`config.mk`:
```
export PLATFORM = sky130hd
export DESIGN_NAME = abl_multicycle_core
export DESIGN_NICKNAME = d
export VERILOG_FILES = /design/src/rtl/abl_multicycle_core.sv
export SDC_FILE = /design/constraint.sdc
export NUM_CORES = 2
export LEC_CHECK = 0
export ABC_AREA = 0
export BUFFER_PORTS_ARGS = -buffer_cell sky130_fd_sc_hd__buf_2
export CAP_MARGIN = 10
export CELL_PAD_IN_SITES_DETAIL_PLACEMENT = 2
export CELL_PAD_IN_SITES_GLOBAL_PLACEMENT = 2
export CORE_MARGIN = 4
export CORE_UTILIZATION = 56
export CTS_BUF_LIST = sky130_fd_sc_hd__clkbuf_2
export DETAILED_ROUTE_END_ITERATION = 8
export PLACE_DENSITY_LB_ADDON = 0.1
export REMOVE_ABC_BUFFERS = 1
export SYNTH_ARGS = -nofsm -noshare
export SYNTH_HDL_FRONTEND = slang
export SYNTH_SLANG_ARGS = --single-unit
```
`constraint.sdc`:
```
create_clock -name clk -period 8.8 [get_ports clk]
set_clock_uncertainty 0.15 [all_clocks]
set_input_delay 0.88 -clock clk [delete_from_list [all_inputs] [get_ports clk]]
set_output_delay 0.88 -clock clk [all_outputs]
set_load 0.02 [all_outputs]
```
`src/rtl/abl_multicycle_core.sv`:
```
`default_nettype none
// ============================================================================
//  Module      : abl_multicycle_core
//  Description : Parametrised multi-cycle ABL processor with a 4-entry GPR file,
//                a synchronous instruction ROM interface, valid/ready I/O ports,
//                HALT support and a retired-instruction counter.
//  Revision    : 1.0 - initial release
// ============================================================================
module abl_multicycle_core #(
  parameter int DATA_W     = 8,
  parameter int PC_W       = 8,
  parameter int DMEM_DEPTH = 256,
  parameter int RETIRE_W   = 16
) (
  input  logic                clk,
  input  logic                rst,
  output logic [PC_W-1:0]     imem_addr,
  input  logic [15:0]         imem_rdata,
  input  logic [DATA_W-1:0]   in_data,
  input  logic                in_valid,
  output logic                in_ready,
  output logic [DATA_W-1:0]   out_data,
  output logic                out_valid,
  input  logic                out_ready,
  output logic                halted,
  output logic [RETIRE_W-1:0] retired
);

  localparam int c_dmem_aw = (DMEM_DEPTH > 1) ? $clog2(DMEM_DEPTH) : 1;

  localparam logic [3:0] c_op_nop  = 4'h0;
  localparam logic [3:0] c_op_ldi  = 4'h1;
  localparam logic [3:0] c_op_add  = 4'h2;
  localparam logic [3:0] c_op_sub  = 4'h3;
  localparam logic [3:0] c_op_and  = 4'h4;
  localparam logic [3:0] c_op_or   = 4'h5;
  localparam logic [3:0] c_op_ld   = 4'h6;
  localparam logic [3:0] c_op_st   = 4'h7;
  localparam logic [3:0] c_op_bz   = 4'h8;
  localparam logic [3:0] c_op_bn   = 4'h9;
  localparam logic [3:0] c_op_jmp  = 4'hA;
  localparam logic [3:0] c_op_in   = 4'hB;
  localparam logic [3:0] c_op_out  = 4'hC;
  localparam logic [3:0] c_op_halt = 4'hD;

  typedef enum logic [2:0] {
    S_FETCH    = 3'd0,
    S_DECODE   = 3'd1,
    S_EXEC     = 3'd2,
    S_WAIT_IN  = 3'd3,
    S_WAIT_OUT = 3'd4,
    S_HALT     = 3'd5
  } state_t;

  state_t                r_state;
  state_t                w_state_nxt;
  logic [PC_W-1:0]       r_pc;
  logic [PC_W-1:0]       w_pc_nxt;
  logic [PC_W-1:0]       w_pc_inc;
  logic [PC_W-1:0]       w_target;
  logic [15:0]           r_ir;
  logic [DATA_W-1:0]     r_gpr [4];
  logic                  r_zero;
  logic                  r_neg;
  logic [DATA_W-1:0]     r_out_data;
  logic                  r_out_valid;
  logic [RETIRE_W-1:0]   r_retired;
  logic [DATA_W-1:0]     r_dmem [DMEM_DEPTH];

  logic [3:0]            w_op;
  logic [1:0]            w_rd;
  logic [1:0]            w_rs;
  logic [7:0]            w_imm;
  logic [DATA_W-1:0]     w_rd_val;
  logic [DATA_W-1:0]     w_rs_val;
  logic [c_dmem_aw-1:0]  w_dmem_addr;
  logic [DATA_W-1:0]     w_alu_res;

  logic                  w_gpr_we;
  logic [DATA_W-1:0]     w_gpr_wdata;
  logic                  w_flags_we;
  logic                  w_dmem_we;
  logic                  w_retire;
  logic                  w_out_load;
  logic                  w_out_clear;

  assign w_op        = r_ir[15:12];
  assign w_rd        = r_ir[11:10];
  assign w_rs        = r_ir[9:8];
  assign w_imm       = r_ir[7:0];
  assign w_rd_val    = r_gpr[w_rd];
  assign w_rs_val    = r_gpr[w_rs];
  assign w_dmem_addr = r_ir[c_dmem_aw-1:0];
  assign w_target    = r_ir[PC_W-1:0];
  assign w_pc_inc    = r_pc + PC_W'(1);

  always_comb begin
    w_alu_res = '0;
    case (w_op)
      c_op_add: w_alu_res = w_rd_val + w_rs_val;
      c_op_sub: w_alu_res = w_rd_val - w_rs_val;
      c_op_and: w_alu_res = w_rd_val & w_rs_val;
      c_op_or:  w_alu_res = w_rd_val | w_rs_val;
      default:  w_alu_res = '0;
    endcase
  end

  // Next-state and datapath control; PC only moves when an instruction completes.
  always_comb begin
    w_state_nxt = r_state;
    w_pc_nxt    = r_pc;
    w_gpr_we    = 1'b0;
    w_gpr_wdata = '0;
    w_flags_we  = 1'b0;
    w_dmem_we   = 1'b0;
    w_retire    = 1'b0;
    w_out_load  = 1'b0;
    w_out_clear = 1'b0;

    case (r_state)
      S_FETCH:  w_state_nxt = S_DECODE;
      S_DECODE: w_state_nxt = S_EXEC;
      S_EXEC: begin
        w_state_nxt = S_FETCH;
        w_pc_nxt    = w_pc_inc;
        w_retire    = 1'b1;
        case (w_op)
          c_op_ldi: begin
            w_gpr_we    = 1'b1;
            w_gpr_wdata = DATA_W'(w_imm);
          end
          c_op_add, c_op_sub, c_op_and, c_op_or: begin
            w_gpr_we    = 1'b1;
            w_gpr_wdata = w_alu_res;
            w_flags_we  = 1'b1;
          end
          c_op_ld: begin
            w_gpr_we    = 1'b1;
            w_gpr_wdata = r_dmem[w_dmem_addr];
          end
          c_op_st:  w_dmem_we = 1'b1;
          c_op_bz:  if (r_zero) w_pc_nxt = w_target;
          c_op_bn:  if (r_neg)  w_pc_nxt = w_target;
          c_op_jmp: w_pc_nxt = w_target;
          c_op_in: begin
            w_state_nxt = S_WAIT_IN;
            w_pc_nxt    = r_pc;
            w_retire    = 1'b0;
          end
          c_op_out: begin
            w_state_nxt = S_WAIT_OUT;
            w_pc_nxt    = r_pc;
            w_retire    = 1'b0;
            w_out_load  = 1'b1;
          end
          c_op_halt: begin
            // HALT retires but keeps its own PC on the fetch address.
            w_state_nxt = S_HALT;
            w_pc_nxt    = r_pc;
          end
          default: ;
        endcase
      end
      S_WAIT_IN: begin
        if (in_valid) begin
          w_gpr_we    = 1'b1;
          w_gpr_wdata = in_data;
          w_pc_nxt    = w_pc_inc;
          w_retire    = 1'b1;
          w_state_nxt = S_FETCH;
        end
      end
      S_WAIT_OUT: begin
        if (out_ready) begin
          w_out_clear = 1'b1;
          w_pc_nxt    = w_pc_inc;
          w_retire    = 1'b1;
          w_state_nxt = S_FETCH;
        end
      end
      S_HALT:  w_state_nxt = S_HALT;
      default: w_state_nxt = S_FETCH;
    endcase
  end

  always_ff @(posedge clk) begin
    if (rst) begin
      r_state     <= S_FETCH;
      r_pc        <= '0;
      r_ir        <= '0;
      r_zero      <= 1'b0;
      r_neg       <= 1'b0;
      r_out_data  <= '0;
      r_out_valid <= 1'b0;
      r_retired   <= '0;
      for (int i = 0; i < 4; i++) r_gpr[i] <= '0;
    end else begin
      r_state <= w_state_nxt;
      r_pc    <= w_pc_nxt;
      if (r_state == S_DECODE) r_ir <= imem_rdata;
      if (w_gpr_we) r_gpr[w_rd] <= w_gpr_wdata;
      if (w_flags_we) begin
        r_zero <= (w_alu_res == '0);
        r_neg  <= w_alu_res[DATA_W-1];
      end
      if (w_out_load) begin
        r_out_data  <= w_rd_val;
        r_out_valid <= 1'b1;
      end else if (w_out_clear) begin
        r_out_valid <= 1'b0;
      end
      if (w_retire) r_retired <= r_retired + RETIRE_W'(1);
    end
  end

  // Data memory has no reset so it can map onto RAM primitives.
  always_ff @(posedge clk) begin
    if (!rst && w_dmem_we) r_dmem[w_dmem_addr] <= w_rd_val;
  end

  assign imem_addr = r_pc;
  assign in_ready  = (r_state == S_WAIT_IN);
  assign halted    = (r_state == S_HALT);
  assign out_data  = r_out_data;
  assign out_valid = r_out_valid;
  assign retired   = r_retired;

endmodule
`default_nettype wire

```
==> results of run 1 <==
[cell families after synthesis]
| family | count (synthesis) | synth area share |
|---|---|---|
| AO/OA/AOI/OAI | 376 | 0.0303 |
| XOR/XNOR | 19 | 0.00197 |
| adder cells (fa/ha/maj) | 19 | 0.00272 |
| buffers and inverters | 265 | 0.0160 |
| flip-flops | 2146 | 0.754 |
| multiplexers | 641 | 0.155 |
| AND/OR/NAND/NOR | 764 | 0.0400 |
[cell usage after synthesis (all sizes together), types with 6 or more instances]
cell type  instances  area [sq um]
buf              139           877
inv               20          75.1
nor2b             38           238
nor3              35           175
a32oi              6          52.6
and2              15          93.8
a221oi            15           144
o22ai             39           244
a21oi             83           415
nor2             353          1330
a22o              14           123
o31ai             12          90.1
nand2b            17           106
nand4             11          68.8
and3              15          93.8
ha                12           150
o21ai             54           270
a22oi             40           300
clkbuf           105           394
a211o              6          52.6
edfxtp          2080         62500
or3               16           100
maj3               6          60.1
o221ai             6          52.6
o211ai             7          52.6
mux4             534         12000
nand2            180           676
nor4              10          62.6
xor2               8          70.1
a31oi             12          75.1
mux2i             92           921
a211oi            30           225
mux2              15           169
nand3             49           245
xnor2             11          96.3
dfxtp             66          1320
[per-stage QoR]
step	instance area, sq um	setup TNS (ns)	cells
floorplan	83300	-458.50	3986
global placement	87100	0	6154
==> results.json, run 1 <==
{
  "syn_area_sq_mm": 0.0846,
  "syn_area_per_cell_sq_um": 20.0,
  "ys_seq_area_frac": 0.754,
  "synth_async_sr_flop_share": 0,
  "lastStage": "detailed placement (3_5_place_dp)",
  "port_buffers": 62,
  "synth_edf_count": 2080,
  "outcome": "aborted with a tool error",
  "gp_congestion": 0.879,
  "placementRows": 142,
  "num_io_pins": 63,
  "initial_core_util": 0.564,
  "error_line": "[ERROR DPL-0033] detailed placement checks failed during check placement.",
  "ys_ff_latch": 2146,
  "synth_ff_type": "edfxtp_1",
  "post-dp-hpwl_um": 213000,
  "synth_cell_types": 77,
  "ys_warn_count": 0,
  "synthCells": 4230,
  "die_x_um": 397,
  "die_h_um": 397
}
==> inputs of run 2 (changes only) <==
CELL_PAD_IN_SITES_DETAIL_PLACEMENT = not set   (was 2)
CELL_PAD_IN_SITES_GLOBAL_PLACEMENT = not set   (was 2)
CORE_UTILIZATION = 40   (was 56)
CTS_BUF_LIST = not set   (was sky130_fd_sc_hd__clkbuf_2)
PLACE_DENSITY_LB_ADDON = 0.15   (was 0.1)
==> run 2 against run 1 <==
Net effect:
- the flow now finishes, with violations (slew limit)
- synthesized area is the same
- synthesized cell count is the same
==> results.json, run 2 <==
{
  "cts_tree": "yes",
  "clk_path_buf_depth": 3,
  "largestRegisters": "r_dmem: 2048 flops, r_gpr: 32 flops",
  "final_area_sq_mm": 0.0952,
  "synth_edf_count": 2080,
  "gp_congestion": 0.819,
  "worstMarginPinSlew_ns": 1.56,
  "final_cell_mix": "edfxtp_1 (2,080), mux4_2 (526), nor2_1 (351), clkbuf_16 (219), nand2_1 (171)",
  "initial_core_util": 0.403,
  "antenna_left": 0,
  "die_h_um": 468,
  "fill_cells": 17700,
  "pwr-share-clk": 0.412,
  "worst_path_most_repeated_cell": "buf_4",
  "post_drt_wl_per_cell_um": 34.2,
  "wl_met1_um": 110000,
  "synth_top_area_cell": "edfxtp_1",
  "top_layer_used": "met5",
  "cts-htree-levels": 4,
  "swShare": 0.233,
  "die_x_um": 468,
  "placementRows": 168,
  "synthMuxAreaShare": 0.155,
  "relSlewSlack": -0.0398,
  "switching_power_mw": 5.18,
  "root_buffer": "clkbuf_16",
  "drive_gt1_frac": 0.232,
  "met3_length_um": 19400,
  "grt_max_degree": 201,
  "viasPerCell": 5.93,
  "synth_ff_type": "edfxtp_1",
  "multi_input_comb_area_sq_mm": 0.0196,
  "wl_met2_um": 115000,
  "vias": 43600,
  "antenna_found_initial": 15,
  "num_io_pins": 63,
  "hp-class": "in2reg",
  "clk_latency_ns": 0.88,
  "cp-start-kind": "flip-flop",
  "coreArea_sq_mm": 0.210,
  "cts-hold-fix-buffers": 0,
  "regArea_sq_mm": 0.0638,
  "cts.clk_slew.worst_paths_ns": 0.06,
  "setup_viol": 0,
  "first_global_vias": 43300,
  "cp_data_arrival_time_ns": 5.85,
  "regMostFlops": "r_dmem",
  "mostFrequentLayoutCell": "edfxtp_1",
  "fin_crit_ns": 5.41,
  "synth.area.top_cells": "edfxtp_1 (74%), mux4_2 (14%), nor2_1 (1.6%), dfxtp_1 (1.6%), mux2i_1 (1.1%)",
  "largest_reg_flops": 2048,
  "ys_warn_count": 0,
  "violations": "slew limit",
  "drv_cap": 0,
  "power_mw": 22.2,
  "max_stage_delay_ns": 0.88,
  "yosysMostFrequentCell": "edfxtp_1",
  "outcome": "finished with violations",
  "syn_to_final_growth_pct": 12.5,
  "fp.dieArea_sq_mm": 0.219,
  "worst-endpoint-required_ns": 9.24,
  "grtUsageTotal": 0.228,
  "synth_fa_ha_area_frac": 0.00272,
  "path_max_fanout": 34,
  "drt_first_pass_iters": 6,
  "grt_pass1_wl_um": 351000,
  "gr-total-overflow": 0,
  "ys_ff_latch": 2146,
  "internal-power_mw": 17.0,
  "end_kind": "flip-flop",
  "synth_xor_area_frac": 0.00197,
  "synth_compound_area_frac": 0.0303,
  "leakagePower_nw": 28.9,
  "fin_crit_sh": 0.615,
  "ir_worst_vdd_mv": 0.207,
  "synth_top_area_frac": 0.738,
  "cp_cell_sequence": "buf_4 > buf_4 > mux4_2 > a221oi_1 > o22ai_1 > nor3_1 > a311oi_1 > a221o_1 > nor2b_1",
  "p_per_area_mw_per_mm2": 233,
  "nets": 4404,
  "cts_buffers": 216,
  "seqPwrFrac": 0.515,
  "routed_wl_um": 252000,
  "synth_cell_types": 77,
  "syn_area_per_cell_sq_um": 20.0,
  "synth_top_family_by_area": "multiplexers",
  "drc": 0,
  "synth_async_sr_flop_share": 0,
  "syn_area_sq_mm": 0.0846,
  "path_class": "reg2reg",
  "port_buffers": 62,
  "netlist_top_cells_count": "edfxtp_1 (2,080), mux4_2 (534), nor2_1 (353)",
  "post-dp-hpwl_um": 150000,
  "cts_resized": 0,
  "ys_seq_area_frac": 0.754,
  "finalMaxSlewViolations": 47,
  "dpl_cell_area_sq_mm": 0.0882,
  "hold_violations": 0,
  "rsz0062_at_grt": "false",
  "max_freq_ghz": 0.185,
  "drtIter0Drc": 5141,
  "comb_power_share": 0.073,
  "synthSimpleGateAreaFrac": 0.0400,
  "cpMaxStageDelayCell": "dfxtp_4",
  "post-cts-setup-buffers": 0,
  "clock-sinks": 2146,
  "synthCells": 4230
}
==> run 2: cell counts after synthesis <==
No cell type changed its count.
==> run 2: stage by stage <==
stage | utilization | instances | TNS (ns) | hold slack, ns | setup slack (ns)
2_1_floorplan | - | 3986 | -458.50 | 0.275 | -15.96
3_3_place_gp | 0.420 | 6948 | 0 | 0.294 | 3.40
3_5_place_dp | 0.420 | 6950 | 0 | 0.297 | 3.37
4_1_cts | 0.453 | 7346 | 0 | 0.0429 | 3.36
5_1_grt | 0.453 | 7347 | 0 | 0.0968 | 3.11
6_report | 0.453 | 7352 | 0 | 0.115 | 3.39
==> run 2: final timing paths <==
path	slack [ns]	depth (start not counted)	endpoint	start
setup / recovery	3.39	9	r_gpr[2][5]	flip-flop
hold / removal	0.11	3	r_ir[12]	imem_rdata[12]
setup reg to reg	3.39	9	r_gpr[2][5]	flip-flop
hold reg to reg	0.31	2	r_zero	r_zero
==> run 2: logic make-up after synthesis <==
group           after synthesis
simple gates                764
mux                         641
xor+xnor                     19
flops                      2146
fa+ha+maj                    19
compound gates              376
buf+inv                     265
==> run 2: power groups by stage <==
stage          clock [mW]  combinational [mW]  sequential (mW)
6_report             9.15                1.63             11.4
5_1_grt              9.71                1.71             11.4
4_1_cts              9.28                1.64             11.4
3_5_place_dp            0                1.64             11.6
3_3_place_gp            0                1.63             11.6
2_1_floorplan           0                1.21             11.8
==> run 2: cell type report <==
class,count,area share
Sequential cell,2146,0.670
Tap cell,2805,0.0369
Timing Repair Buffer,159,0.0125
Antenna cell,6,0.000158
Clock inverter,135,0.0141
Clock buffer,261,0.0595
Multi-Input combinational cell,1819,0.206
Inverter,21,0.000867
==> run 2: per-layer routing <==
| metal | track usage | vias up |
|---|---|---|
| met3 | 0.0449 | 347 |
| li1 | - | 17700 |
| met4 | 0.0666 | 6 |
| met5 | 0 | - |
| met1 | 0.336 | 23700 |
| met2 | 0.346 | 1892 |
==> run 2: worst max-delay path: cells and delay by family (launching register included) <==
family	cells	cell delay (ns)
compound gates	4	1.36
buf+inv	2	1.18
simple gates	2	0.90
flops	1	0.88
mux	1	0.58
No activity file was read; power rests on OpenSTA's default activity.
